## config.mk

```make
export PLATFORM = sky130hd
export DESIGN_NAME = execute_stage
export DESIGN_NICKNAME = d
export VERILOG_FILES = /design/src/rtl/execute_stage_pkg.sv /design/src/rtl/execute_stage_cond_unit.sv /design/src/rtl/execute_stage.sv
export SDC_FILE = /design/constraint.sdc
export NUM_CORES = 1
export LEC_CHECK = 0
export CORE_ASPECT_RATIO = 0.7
export CORE_MARGIN = 2
export CORE_UTILIZATION = 30
export DETAILED_ROUTE_END_ITERATION = 7
export DONT_BUFFER_PORTS = 1
export GPL_ROUTABILITY_DRIVEN = 0
export GPL_TIMING_DRIVEN = 0
export HOLD_SLACK_MARGIN = 0.03
export SKIP_LAST_GASP = 1
export SYNTH_ARGS = -nofsm -noshare
export SYNTH_HDL_FRONTEND = slang
export SYNTH_SLANG_ARGS = --single-unit
```

## constraint.sdc

```tcl
create_clock -name clk -period 14.7 [get_ports clk]
set_input_delay 1.47 -clock clk [delete_from_list [all_inputs] [get_ports clk]]
set_output_delay 1.47 -clock clk [all_outputs]
set_load 0.02 [all_outputs]
```

## src/rtl/execute_stage_pkg.sv

```systemverilog
// Shared encodings for the execute stage: ALU operations, ARM condition codes
// and operand forwarding selects.
package execute_stage_pkg;

   typedef enum logic [3:0] {
      ALU_ADD = 4'b0000,
      ALU_SUB = 4'b0001,
      ALU_AND = 4'b0010,
      ALU_ORR = 4'b0011,
      ALU_EOR = 4'b0100,
      ALU_MOV = 4'b0101
   } aluOp_t;

   typedef enum logic [3:0] {
      COND_EQ = 4'b0000,
      COND_NE = 4'b0001,
      COND_CS = 4'b0010,
      COND_CC = 4'b0011,
      COND_MI = 4'b0100,
      COND_PL = 4'b0101,
      COND_VS = 4'b0110,
      COND_VC = 4'b0111,
      COND_HI = 4'b1000,
      COND_LS = 4'b1001,
      COND_GE = 4'b1010,
      COND_LT = 4'b1011,
      COND_GT = 4'b1100,
      COND_LE = 4'b1101,
      COND_AL = 4'b1110,
      COND_NV = 4'b1111
   } condCode_t;

   typedef enum logic [1:0] {
      FWD_REG  = 2'b00,
      FWD_W    = 2'b01,
      FWD_M    = 2'b10,
      FWD_RSVD = 2'b11
   } fwdSel_t;

endpackage

```

## src/rtl/execute_stage_cond_unit.sv

```systemverilog
// Evaluates an ARM condition code against the current {N,Z,C,V} flags.
module cond_unit
   import execute_stage_pkg::*;
(
   input  logic [3:0] CondE,
   input  logic [3:0] FlagsE,
   output logic       CondExE
);

   logic n, z, c, v;

   assign {n, z, c, v} = FlagsE;

   // The reserved 1111 code falls through to the default and never executes
   always_comb begin
      CondExE = 1'b0;
      case (CondE)
         COND_EQ: CondExE = z;
         COND_NE: CondExE = ~z;
         COND_CS: CondExE = c;
         COND_CC: CondExE = ~c;
         COND_MI: CondExE = n;
         COND_PL: CondExE = ~n;
         COND_VS: CondExE = v;
         COND_VC: CondExE = ~v;
         COND_HI: CondExE = c & ~z;
         COND_LS: CondExE = ~c | z;
         COND_GE: CondExE = (n == v);
         COND_LT: CondExE = (n != v);
         COND_GT: CondExE = ~z & (n == v);
         COND_LE: CondExE = z | (n != v);
         COND_AL: CondExE = 1'b1;
         default: CondExE = 1'b0;
      endcase
   end

endmodule

```

## src/rtl/execute_stage.sv

```systemverilog
// Pipeline execute stage: forwarding muxes, ALU, conditional flags register
// and the E-to-M pipeline register.
module execute_stage
   import execute_stage_pkg::*;
(
   input  logic        clk,
   input  logic        reset,
   input  logic        PCSrcE,
   input  logic        RegWriteE,
   input  logic        MemtoRegE,
   input  logic        MemWriteE,
   input  logic        ALUSrcE,
   input  logic [1:0]  FlagWriteE,
   input  logic [3:0]  ALUControlE,
   input  logic [3:0]  CondE,
   input  logic [3:0]  RdE,
   input  logic [31:0] Rd1E,
   input  logic [31:0] Rd2E,
   input  logic [31:0] ExtE,
   input  logic [1:0]  ForwardAE,
   input  logic [1:0]  ForwardBE,
   input  logic [31:0] ResultW,
   output logic        PCSrcM,
   output logic        RegWriteM,
   output logic        MemtoRegM,
   output logic        MemWriteM,
   output logic [31:0] ALUResultM,
   output logic [31:0] WriteDataM,
   output logic [3:0]  WA3M,
   output logic        BranchTakenE,
   output logic [3:0]  FlagsE
);

   logic [31:0] srcA, srcB, writeData, aluResult;
   logic [32:0] sum33;
   logic        aluC, aluV, validOp, condEx;
   logic [3:0]  flags, aluFlags;

   // Select 10 loops back our own registered result for back-to-back dependencies
   always_comb begin
      case (ForwardAE)
         FWD_W:   srcA = ResultW;
         FWD_M:   srcA = ALUResultM;
         default: srcA = Rd1E;
      endcase
      case (ForwardBE)
         FWD_W:   writeData = ResultW;
         FWD_M:   writeData = ALUResultM;
         default: writeData = Rd2E;
      endcase
      srcB = ALUSrcE ? ExtE : writeData;
   end

   // Subtraction is A + ~B + 1 so the carry-out is directly NOT borrow
   always_comb begin
      aluResult = '0;
      sum33     = '0;
      aluC      = 1'b0;
      aluV      = 1'b0;
      validOp   = 1'b1;
      case (ALUControlE)
         ALU_ADD: begin
            sum33     = {1'b0, srcA} + {1'b0, srcB};
            aluResult = sum33[31:0];
            aluC      = sum33[32];
            aluV      = (srcA[31] == srcB[31]) && (aluResult[31] != srcA[31]);
         end
         ALU_SUB: begin
            sum33     = {1'b0, srcA} + {1'b0, ~srcB} + 33'd1;
            aluResult = sum33[31:0];
            aluC      = sum33[32];
            aluV      = (srcA[31] != srcB[31]) && (aluResult[31] != srcA[31]);
         end
         ALU_AND: aluResult = srcA & srcB;
         ALU_ORR: aluResult = srcA | srcB;
         ALU_EOR: aluResult = srcA ^ srcB;
         ALU_MOV: aluResult = srcB;
         default: validOp = 1'b0;
      endcase
      aluFlags = {validOp & aluResult[31], validOp & (aluResult == 32'd0), aluC, aluV};
   end

   cond_unit u_cond (
      .CondE   (CondE),
      .FlagsE  (flags),
      .CondExE (condEx)
   );

   assign BranchTakenE = PCSrcE & condEx;
   assign FlagsE       = flags;

   // Flags are written at the edge, so the condition above always sees pre-update values
   always_ff @(posedge clk) begin
      if (reset) begin
         flags <= 4'b0000;
      end else begin
         if (FlagWriteE[1] && condEx) flags[3:2] <= aluFlags[3:2];
         if (FlagWriteE[0] && condEx) flags[1:0] <= aluFlags[1:0];
      end
   end

   // Side-effect controls are gated by the condition; data fields always flow
   always_ff @(posedge clk) begin
      if (reset) begin
         PCSrcM     <= 1'b0;
         RegWriteM  <= 1'b0;
         MemtoRegM  <= 1'b0;
         MemWriteM  <= 1'b0;
         ALUResultM <= '0;
         WriteDataM <= '0;
         WA3M       <= '0;
      end else begin
         PCSrcM     <= PCSrcE & condEx;
         RegWriteM  <= RegWriteE & condEx;
         MemtoRegM  <= MemtoRegE;
         MemWriteM  <= MemWriteE & condEx;
         ALUResultM <= aluResult;
         WriteDataM <= writeData;
         WA3M       <= RdE;
      end
   end

endmodule

```

== Word-level counts from Yosys, hierarchy flattened ==
Cells that the tools add are included.

* Flip-flop bits (word level): 76
* Output and inout port bits: 77
* Input port bits: 153

* Add/subtract/negate cells: 3
* Equality and inequality tests: 29
* Mux-type cells: 8
* Bitwise gates (word level): 17
* Reduce and logical (&&, ||, !) cells: 8

{| class="wikitable"
|+ Operators by type and width
! cell !! number
|-
| 32-bit case mux with 6 select lines || 1
|-
| 32-bit case mux with 2 select lines || 2
|-
| 32-bit by 32-bit adder with 33-bit output || 2
|-
| 33-bit by 1-bit adder with 33-bit output (second input constant) || 1
|-
| 32-bit bitwise AND || 1
|-
| 32-bit logical NOT || 1
|-
| 32-bit 2-to-1 mux || 1
|-
| 32-bit NOT || 1
|-
| 32-bit OR || 1
|-
| 32-bit bitwise XOR || 1
|-
| 4-bit equality test (second input constant) || 7
|-
| 4-bit by 3-bit equality test with 1-bit output (second input constant) || 6
|-
| 4-bit by 2-bit equality test with 1-bit output (second input constant) || 4
|-
| 1-bit case mux with 15 select lines || 1
|-
| 4-bit by 1-bit equality test with 1-bit output (second input constant) || 2
|-
| 4-bit logical NOT || 2
|-
| 1-bit bitwise AND || 7
|-
| 6-bit OR reduction || 1
|-
| 2-bit by 1-bit equality test with 1-bit output (second input constant) || 2
|-
| 2-bit equality test (second input constant) || 2
|-
| 1-bit logical AND || 4
|-
| 1-bit != test || 4
|-
| 1-bit NOT || 4
|-
| 1-bit case mux with 2 select lines || 2
|-
| other kinds (3) || 5
|}

== Depth between registers and ports, before layout ==
Gate-level depths: netlist of run 1.

* Depth after elaboration: 9
* Mapped depth: 23
* Gate-level depth less buffers: 19

== Modules after synthesis ==
A second synthesis of run 1 with hierarchy kept.

* Cell total of the unflattened synthesis: 1347
* Area total of the unflattened synthesis: 9421.5 um2

{| class="wikitable"
|+ Modules (own cells, without submodules)
! module !! times used !! area an instance (um2) !! cells each !! sequential area each (um2)
|-
| execute_stage || 1 || 9227.6 || 1319 || 1521.5
|-
| cond_unit || 1 || 193.9 || 28 || 0.0
|}

== Worst setup path after synthesis of run 1 ==
OpenSTA, ideal clock, no wires.

* Path type: input to register
* From: in ForwardBE[0]
* To: reg flags[2] (netlist: FlagsE[2])
* Arrival: 5.603 ns
* Library setup time: 0.059 ns
* Data required time: 14.641 ns
* Stages on the path: 20
* Setup slack: 9.038 ns
* Cells stage by stage: inv_1 ha_1 buf_2 buf_2 clkbuf_1 nor2b_1 o31ai_1 inv_1 ha_1 nor2b_1 o311ai_1 a21oi_1 a211oi_2 nand2_1 a221oi_1 o2111ai_1 nor4_1 nand4_1 nor4_1 a31o_1

* Cells in the longest elaborated chain, start to end: 9

{| class="wikitable"
|+ RTL lines
! element !! line !! source
|-
| from (decl) || execute_stage.sv:21 || <nowiki>input logic [1:0] ForwardBE,</nowiki>
|-
| 2-bit equality test or 2-bit by 1-bit equality test with 1-bit output (tied branches) || execute_stage.sv:46 || <nowiki>case (ForwardBE)</nowiki>
|-
| 32-bit case mux with 2 select lines * || execute_stage.sv:46 ||
|-
| 32-bit 2-to-1 mux * || execute_stage.sv:51 || <nowiki>srcB = ALUSrcE ? ExtE : writeData;</nowiki>
|-
| 32-bit NOT || execute_stage.sv:69 || <nowiki>sum33 = {1'b0, srcA} + {1'b0, ~srcB} + 33'd1;</nowiki>
|-
| 32-bit by 32-bit adder with 33-bit output || execute_stage.sv:69 ||
|-
| 33-bit by 1-bit adder with 33-bit output || execute_stage.sv:69 ||
|-
| 32-bit case mux with 6 select lines * || execute_stage.sv:61 || <nowiki>case (ALUControlE)</nowiki>
|-
| 32-bit logical NOT * || execute_stage.sv:80 || <nowiki>aluFlags = {validOp & aluResult[31], validOp & (aluResult == 32'd0), aluC, aluV};</nowiki>
|-
| 1-bit bitwise AND * || execute_stage.sv:80 ||
|-
| to (signal assigned) || execute_stage.sv:97 || <nowiki>if (FlagWriteE[1] && condEx) flags[3:2] <= aluFlags[3:2];</nowiki>
|-
| to (decl) || execute_stage.sv:37 || <nowiki>logic [3:0] flags, aluFlags;</nowiki>
|}

Mark *: on every way between the ends. The rest lies on a longest branch, timed or not.
A chain may end at the register's enable or synchronous reset.

== Worst setup path in the final report of run 1 ==
Ends and elaborated chain as after synthesis.

==> metrics, run 1 <==
Sink Count=76; synth warn=0; Flop pwr share=24.3%; post-synth top area cell=dfxtp_1; Least-Margin Pin Slew=1.42 ns; Clk Latency, worst-skew pair=0.34 ns; Starting Density=30.5%; post_cts resized=0; Reg area=1520 um^2; Worst Hold Class=register to register; first-pass GRT wire length=72,600 um; clk slew on worst S/H paths=0.07 ns; Int Power=0.511 mW; Synth Register Bits=76; most common cell in the synthesized netlist=nand2_1; syn nets=1,678; critical path's slowest cell=o31ai_1; Slew Limit Fails=0; Synth Area in Compound Gates=36.5%; dpl ws=7.32 ns; area of the multi-input gates=7510 um^2; vias in the first global route=11,124; H-tree depth=3; setup TNS=0 ns; setup slack after layout=7.12 ns; hold_buf cts=0; post-synth cell types=88; CTS tree=built; CP arrival=7.85 ns; GRT overflow=0; NetSw=0.530 mW; slew margin rel.=4.84%; sequential share of the synthesized area=15.5%; Hold Fails Final Rpt=0; CP max FO=10; CTS Buffer Depth=2; Setup Buffers After CTS=0; Residual DRC=0; Routed WL=51,600 um; setup repair after global routing missed its margin=false; switch share=50.9%; total iterations of the first detailed-routing run=8; num rows=55; asr flop ratio synth=0%; total power=1.04 mW; die width=220 um; DIE AREA=34,300 um^2; total CTS buffers=9; Synth Area in Simple Gates=23.3%; largest net degree at the start of global routing=17; Synth-to-Final Area Change=8.56%; pwr/cell area=97.5 nW/um^2; Max VDD drop=59.5 uV; Final ANT Viol Nets=0; EDFF count, synth=0; Synth Area per Inst=6.96 um^2; I/O Buffers=0; Top Ports=230; Comb power frac=54.6%; fin crit share=51.5%; post-synth top area share=15.5%; post-DR vias/cell=6.69; Worst Hold Path Cells=1; most used cell, CP=buf_2; Worst setup SP type=primary input; core footprint=32,300 um^2; CP Cell Sequence=inv_1 -> ha_1 -> buf_2 -> buf_2 -> clkbuf_1 -> a221oi_1 -> o31ai_1 -> ha_1 -> buf_2 -> nand2_1 -> nor4_1 -> o21ai_0 -> a31o_2 -> or2_1 -> a311oi_1 -> and4b_1 -> nor3_1 -> o2111ai_1 -> nor4_1 -> a31o_1; min cycle time layout=7.58 ns; dpl hpwl=40,700 um; DRT iter0 DRCs=2,519; critical path's largest stage delay=1.16 ns; initial antenna violation count=6; Worst Reg-to-Reg Cells=15; Vias=12,434; Final nets=1,689; largest cells by area after synthesis=dfxtp_1, ha_1, o21ai_0, a21oi_1, nand2_1; crit path kind=primary input to register; Pleak=4.28 nW; Synth top cells by count=nand2_1, o21ai_0, nor2_1, ha_1, a21oi_1; cells after synthesis=1,414; mux contribution to synthesized area=1.13%; Post-Syn Area=9840 um^2; WP data required=14.98 ns; Die Span Y=155 um; Filler Cell Count=3,467; critical path endpoint category=register; largest family of logic cells by synthesized area=compound AO/OA/AOI/OAI gates; Fmax=0.132 GHz; clock root cell=clkbuf_16; Avg WL per Cell=27.8 um; GRT Overall Usage=28.4%; ys flop type=dfxtp_1; Post-Synth Adder-Cell Area=14.3%; status=complete, no violations; Synth Area in XOR/XNOR=1.07%; endpoints failing setup=0; Max-Cap Viols=0; ratio of cells with drive above 1 in the final layout=4.97%; Clk pwr share=21.1%; final worst clock skew=0.0129 ns
-- final cells by class --
| cell class | count | share of cell area (%) |
|---|---|---|
| multi-input combinational | 1137 | 70.4 |
| sequential | 76 | 14.2 |
| tap | 427 | 5.00 |
| buffer | 95 | 3.87 |
| inverter | 106 | 3.73 |
| clock buffer | 9 | 2.11 |
| clock inverter | 7 | 0.633 |
| antenna | 2 | 0.0469 |
-- logic make-up after synthesis --
logic type	Yosys count
compound gates	525
xor+xnor	12
fa+ha+maj	111
buf+inv	201
flops	76
mux	11
simple gates	478
-- placed cells by master (no fill, tap or decap), drive strengths merged, types with 10 or more instances in the layout --
| cell type | n |
|---|---|
| a211oi | 26 |
| a21o | 13 |
| a21oi | 106 |
| a221o | 23 |
| a221oi | 19 |
| a22oi | 38 |
| a31oi | 13 |
| and2 | 28 |
| and3 | 13 |
| buf | 34 |
| clkbuf | 70 |
| dfxtp | 76 |
| ha | 109 |
| inv | 108 |
| mux2i | 10 |
| nand2 | 138 |
| nand2b | 14 |
| nand3 | 26 |
| nand4 | 14 |
| nor2 | 131 |
| nor2b | 33 |
| nor3 | 35 |
| nor4 | 15 |
| o211ai | 15 |
| o21ai | 139 |
| o22ai | 10 |
| o31ai | 21 |
-- final timing paths --
path	start	to	slack (ns)
max	ForwardBE[0]	FlagsE[2]$_SDFFE_PP0P_	7.12
max reg2reg	ALUResultM[1]$_SDFF_PP0_	FlagsE[2]$_SDFFE_PP0P_	8.91
min reg2reg	FlagsE[2]$_SDFFE_PP0P_	FlagsE[2]$_SDFFE_PP0P_	0.68
min	FlagsE[2]$_SDFFE_PP0P_	FlagsE[2]$_SDFFE_PP0P_	0.68
-- per-stage QoR --
| stage | cell area (um^2) | utilization [%] | cells | hold WS (ns) |
|---|---|---|---|---|
| 2_1_floorplan | 9840 | - | 1414 | 0.613 |
| 3_3_place_gp | 10400 | 32.1 | 1841 | 0.653 |
| 3_5_place_dp | 10400 | 32.1 | 1841 | 0.665 |
| 4_1_cts | 10700 | 33.0 | 1857 | 0.674 |
| 5_1_grt | 10700 | 33.1 | 1858 | 0.699 |
| 6_report | 10700 | 33.1 | 1859 | 0.678 |
-- registers in the layout, indices dropped and copies added (netlist names) --
signal,count
WriteDataM,32
ALUResultM,32
PCSrcM,1
MemWriteM,1
RegWriteM,1
MemtoRegM,1
WA3M,4
FlagsE,4
-- power groups by stage --
stage	registers [mW]	clock network [mW]	logic [mW]
after floorplan	0.249	0	0.367
final	0.252	0.220	0.568
after CTS	0.251	0.218	0.526
after detailed placement	0.255	0	0.523
after global routing	0.253	0.227	0.596
after global placement	0.256	0	0.516
-- worst max-delay path: cells and delay by family --
kind	cells	cell delay, ns
AOI/OAI and AO/OA	7	2.62
adders and majority gates	2	0.63
buffers and inverters	5	1.32
and+or+nand+nor	6	1.79
-- per-layer routing --
layer,track usage [%],share of wire (%),vias up
met1,36.3,37,5760
met4,13.7,5.5,8
met2,39.7,38,1240
li1,-,-,5205
met5,0,0.093,-
met3,13.3,19,221
Note: power is estimated with default switching activity, not from simulation.
==> inputs of run 2 (changes only) <==
--- a/config.mk
+++ b/config.mk
@@ -5,6 +5,7 @@
 export SDC_FILE = /design/constraint.sdc
 export NUM_CORES = 1
 export LEC_CHECK = 0
+export ABC_AREA = 1
 export CORE_ASPECT_RATIO = 0.7
 export CORE_MARGIN = 2
 export CORE_UTILIZATION = 30
==> constraint.sdc (replaced) <==
create_clock -name clk -period 6.95 [get_ports clk]
set_input_delay 0.695 -clock clk [delete_from_list [all_inputs] [get_ports clk]]
set_output_delay 0.695 -clock clk [all_outputs]
set_load 0.02 [all_outputs]
==> metrics, run 2 <==
status=complete, no violations; Slew Limit Fails=0; final worst clock skew=0.0133 ns; placed cell areas=11,500 um^2; slew margin rel.=29.4%; Top Registers=ALUResultM: 32 flops, WriteDataM: 32 flops; vias in the first global route=11,877; post-layout util=33.0%; cells after synthesis=1,970; CTS tree=built; largest net degree at the start of global routing=14; GRT overflow=0; synth warn=0; critical path's slowest cell=fa_1; Pleak=6.36 nW; commonest non-fill, non-tap cell in the layout=nand2_1; setup TNS=0 ns; fin cells=2,465; most common cell in the synthesized netlist=nand2_1; Worst Hold Class=primary input to register; WP data required=7.23 ns; sequential share of the synthesized area=14.0%; switch share=51.4%; I/O Buffers=0; clock root cell=clkbuf_16; DIE AREA=37,800 um^2; Final nets=2,245; Final ANT Viol Nets=0; dpl hpwl=42,900 um; core footprint=35,800 um^2; Int Power=1.23 mW; asr flop ratio synth=0%; fin crit share=68.9%; critical path endpoint category=register; EDFF count, synth=0; Flop pwr share=21.6%; Worst Hold Path Cells=2; Vias=13,520; num rows=58; die width=231 um; post_cts resized=0; most used cell, CP=nand3_1; Residual DRC=0; Clk Latency, worst-skew pair=0.37 ns; post-synth cell types=42; Starting Density=30.3%; endpoints failing setup=0; Clk pwr share=22.6%; worst hold slack=0.436 ns; setup repair after global routing missed its margin=false; Die Span Y=163 um; area of the multi-input gates=7620 um^2; post-synth top area cell=nand2_1; Hold Fails Final Rpt=0; post-synth top area share=21.5%; ratio of cells with drive above 1 in the final layout=6.10%; Synth top cells by count=nand2_1, inv_1, nor2_1, nand3_1, ha_1; CP Cell Sequence=inv_1 -> ha_1 -> clkbuf_1 -> inv_1 -> clkbuf_1 -> o21ai_0 -> inv_1 -> ha_1 -> fa_1 -> nand3_1 -> nand3_1 -> nand3_1 -> nand3_1 -> nand3_1 -> nand2_1 -> nor2_1 -> o21ai_0 -> nor2_1 -> nand3_1 -> nor2_1 -> nand2_1 -> a21oi_2; Cells after DPL=2,450; first-pass GRT wire length=72,500 um; CP arrival=5.07 ns; GRT Overall Usage=25.7%; fin area=11,800 um^2; total iterations of the first detailed-routing run=8; CP max FO=10; total power=2.53 mW; Fmax=0.209 GHz; Synth Area per Inst=5.51 um^2; Synth-to-Final Area Change=8.64%; min cycle time layout=4.79 ns; Comb power frac=55.8%; hold_buf cts=0; setup slack after layout=2.16 ns; Worst setup SP type=primary input; critical path's largest stage delay=0.55 ns; Top Ports=230; total CTS buffers=9; Reg area=1520 um^2; pwr/cell area=214 nW/um^2; Reg2Reg Setup Slack=2.94 ns; H-tree depth=3; Max-Cap Viols=0; CTS Buffer Depth=2; dpl ws=2.07 ns; Sink Count=76; Avg WL per Cell=20.7 um; ys flop type=dfxtp_1; crit path kind=primary input to register; syn nets=2,234; Synth Register Bits=76; Post-Syn Area=10,900 um^2; clk slew on worst S/H paths=0.06 ns; Routed WL=51,100 um; Max VDD drop=125 uV; Worst Reg-to-Reg Cells=18; Filler Cell Count=4,082; initial antenna violation count=1; Least-Margin Pin Slew=1.06 ns; NetSw=1.30 mW; n_diodes=0; DRT iter0 DRCs=2,239; post-DR vias/cell=5.48; largest cells by area after synthesis=nand2_1, dfxtp_1, ha_1, inv_1, nand3_1; Setup Buffers After CTS=0; most frequent cells in the layout=nand2_1, inv_1, nor2_1, nand3_1, ha_1
run 2: cell types whose count changed after synthesis, moves of 38 or more:
| cell | before | now |
|---|---|---|
| a21oi_1 | 105 | 57 |
| a22oi_1 | 38 | 0 |
| inv_1 | 104 | 322 |
| nand2_1 | 138 | 621 |
| nand3_1 | 26 | 175 |
| nor2_1 | 130 | 206 |
| o21ai_0 | 135 | 84 |
run 2: logic make-up after synthesis:
| kind of cell | after synthesis | synth area share [%] |
|---|---|---|
| flip-flops | 76 | 14.0 |
| AO/OA/AOI/OAI | 280 | 15.8 |
| adder cells (fa/ha/maj) | 111 | 12.9 |
| XOR/XNOR | 3 | 0.242 |
| AND/OR/NAND/NOR | 1077 | 41.2 |
| buffers and inverters | 423 | 15.8 |
run 2: worst paths after layout:
| check | start | endpoint |
|---|---|---|
| setup / recovery | ForwardAE[0] | FlagsE[2]$_SDFFE_PP0P_ |
| hold / removal | RdE[2] | WA3M[2]$_SDFF_PP0_ |
| setup reg to reg | ALUResultM[0]$_SDFF_PP0_ | FlagsE[2]$_SDFFE_PP0P_ |
| hold reg to reg | FlagsE[2]$_SDFFE_PP0P_ | FlagsE[2]$_SDFFE_PP0P_ |
run 2: power by group through the flow:
stage               combinational [mW]  sequential [mW]  clock, mW
detailed placement                1.34            0.555          0
finish                            1.41            0.546      0.571
global route                      1.55            0.549      0.585
CTS                               1.35            0.546      0.562
floorplan                        0.963            0.543          0
global placement                  1.33            0.555          0
run 2: worst max-delay path: cells and delay by family:
family | cells | cell delay [ns]
buf+inv | 5 | 0.75
compound gates | 3 | 0.67
simple gates | 11 | 1.85
fa+ha+maj | 3 | 1.09
run 2: layer usage:
layer / share of wire [%] / up-vias / GRT usage (%)
li1: - / 6252 / -
met1: 43 / 6178 / 38.1
met2: 39 / 999 / 35.1
met3: 17 / 91 / 8.52
met4: 2.0 / 0 / 5.54
met5: 0 / - / 0
run 2: final cells by class:
class	instances	area share (%)
plain buffers	82	3.70
clock buffers	9	1.91
clock inverters	6	0.955
flip-flops and latches	76	12.9
multi-input cells	1471	64.6
inverters	341	10.9
well taps	480	5.09
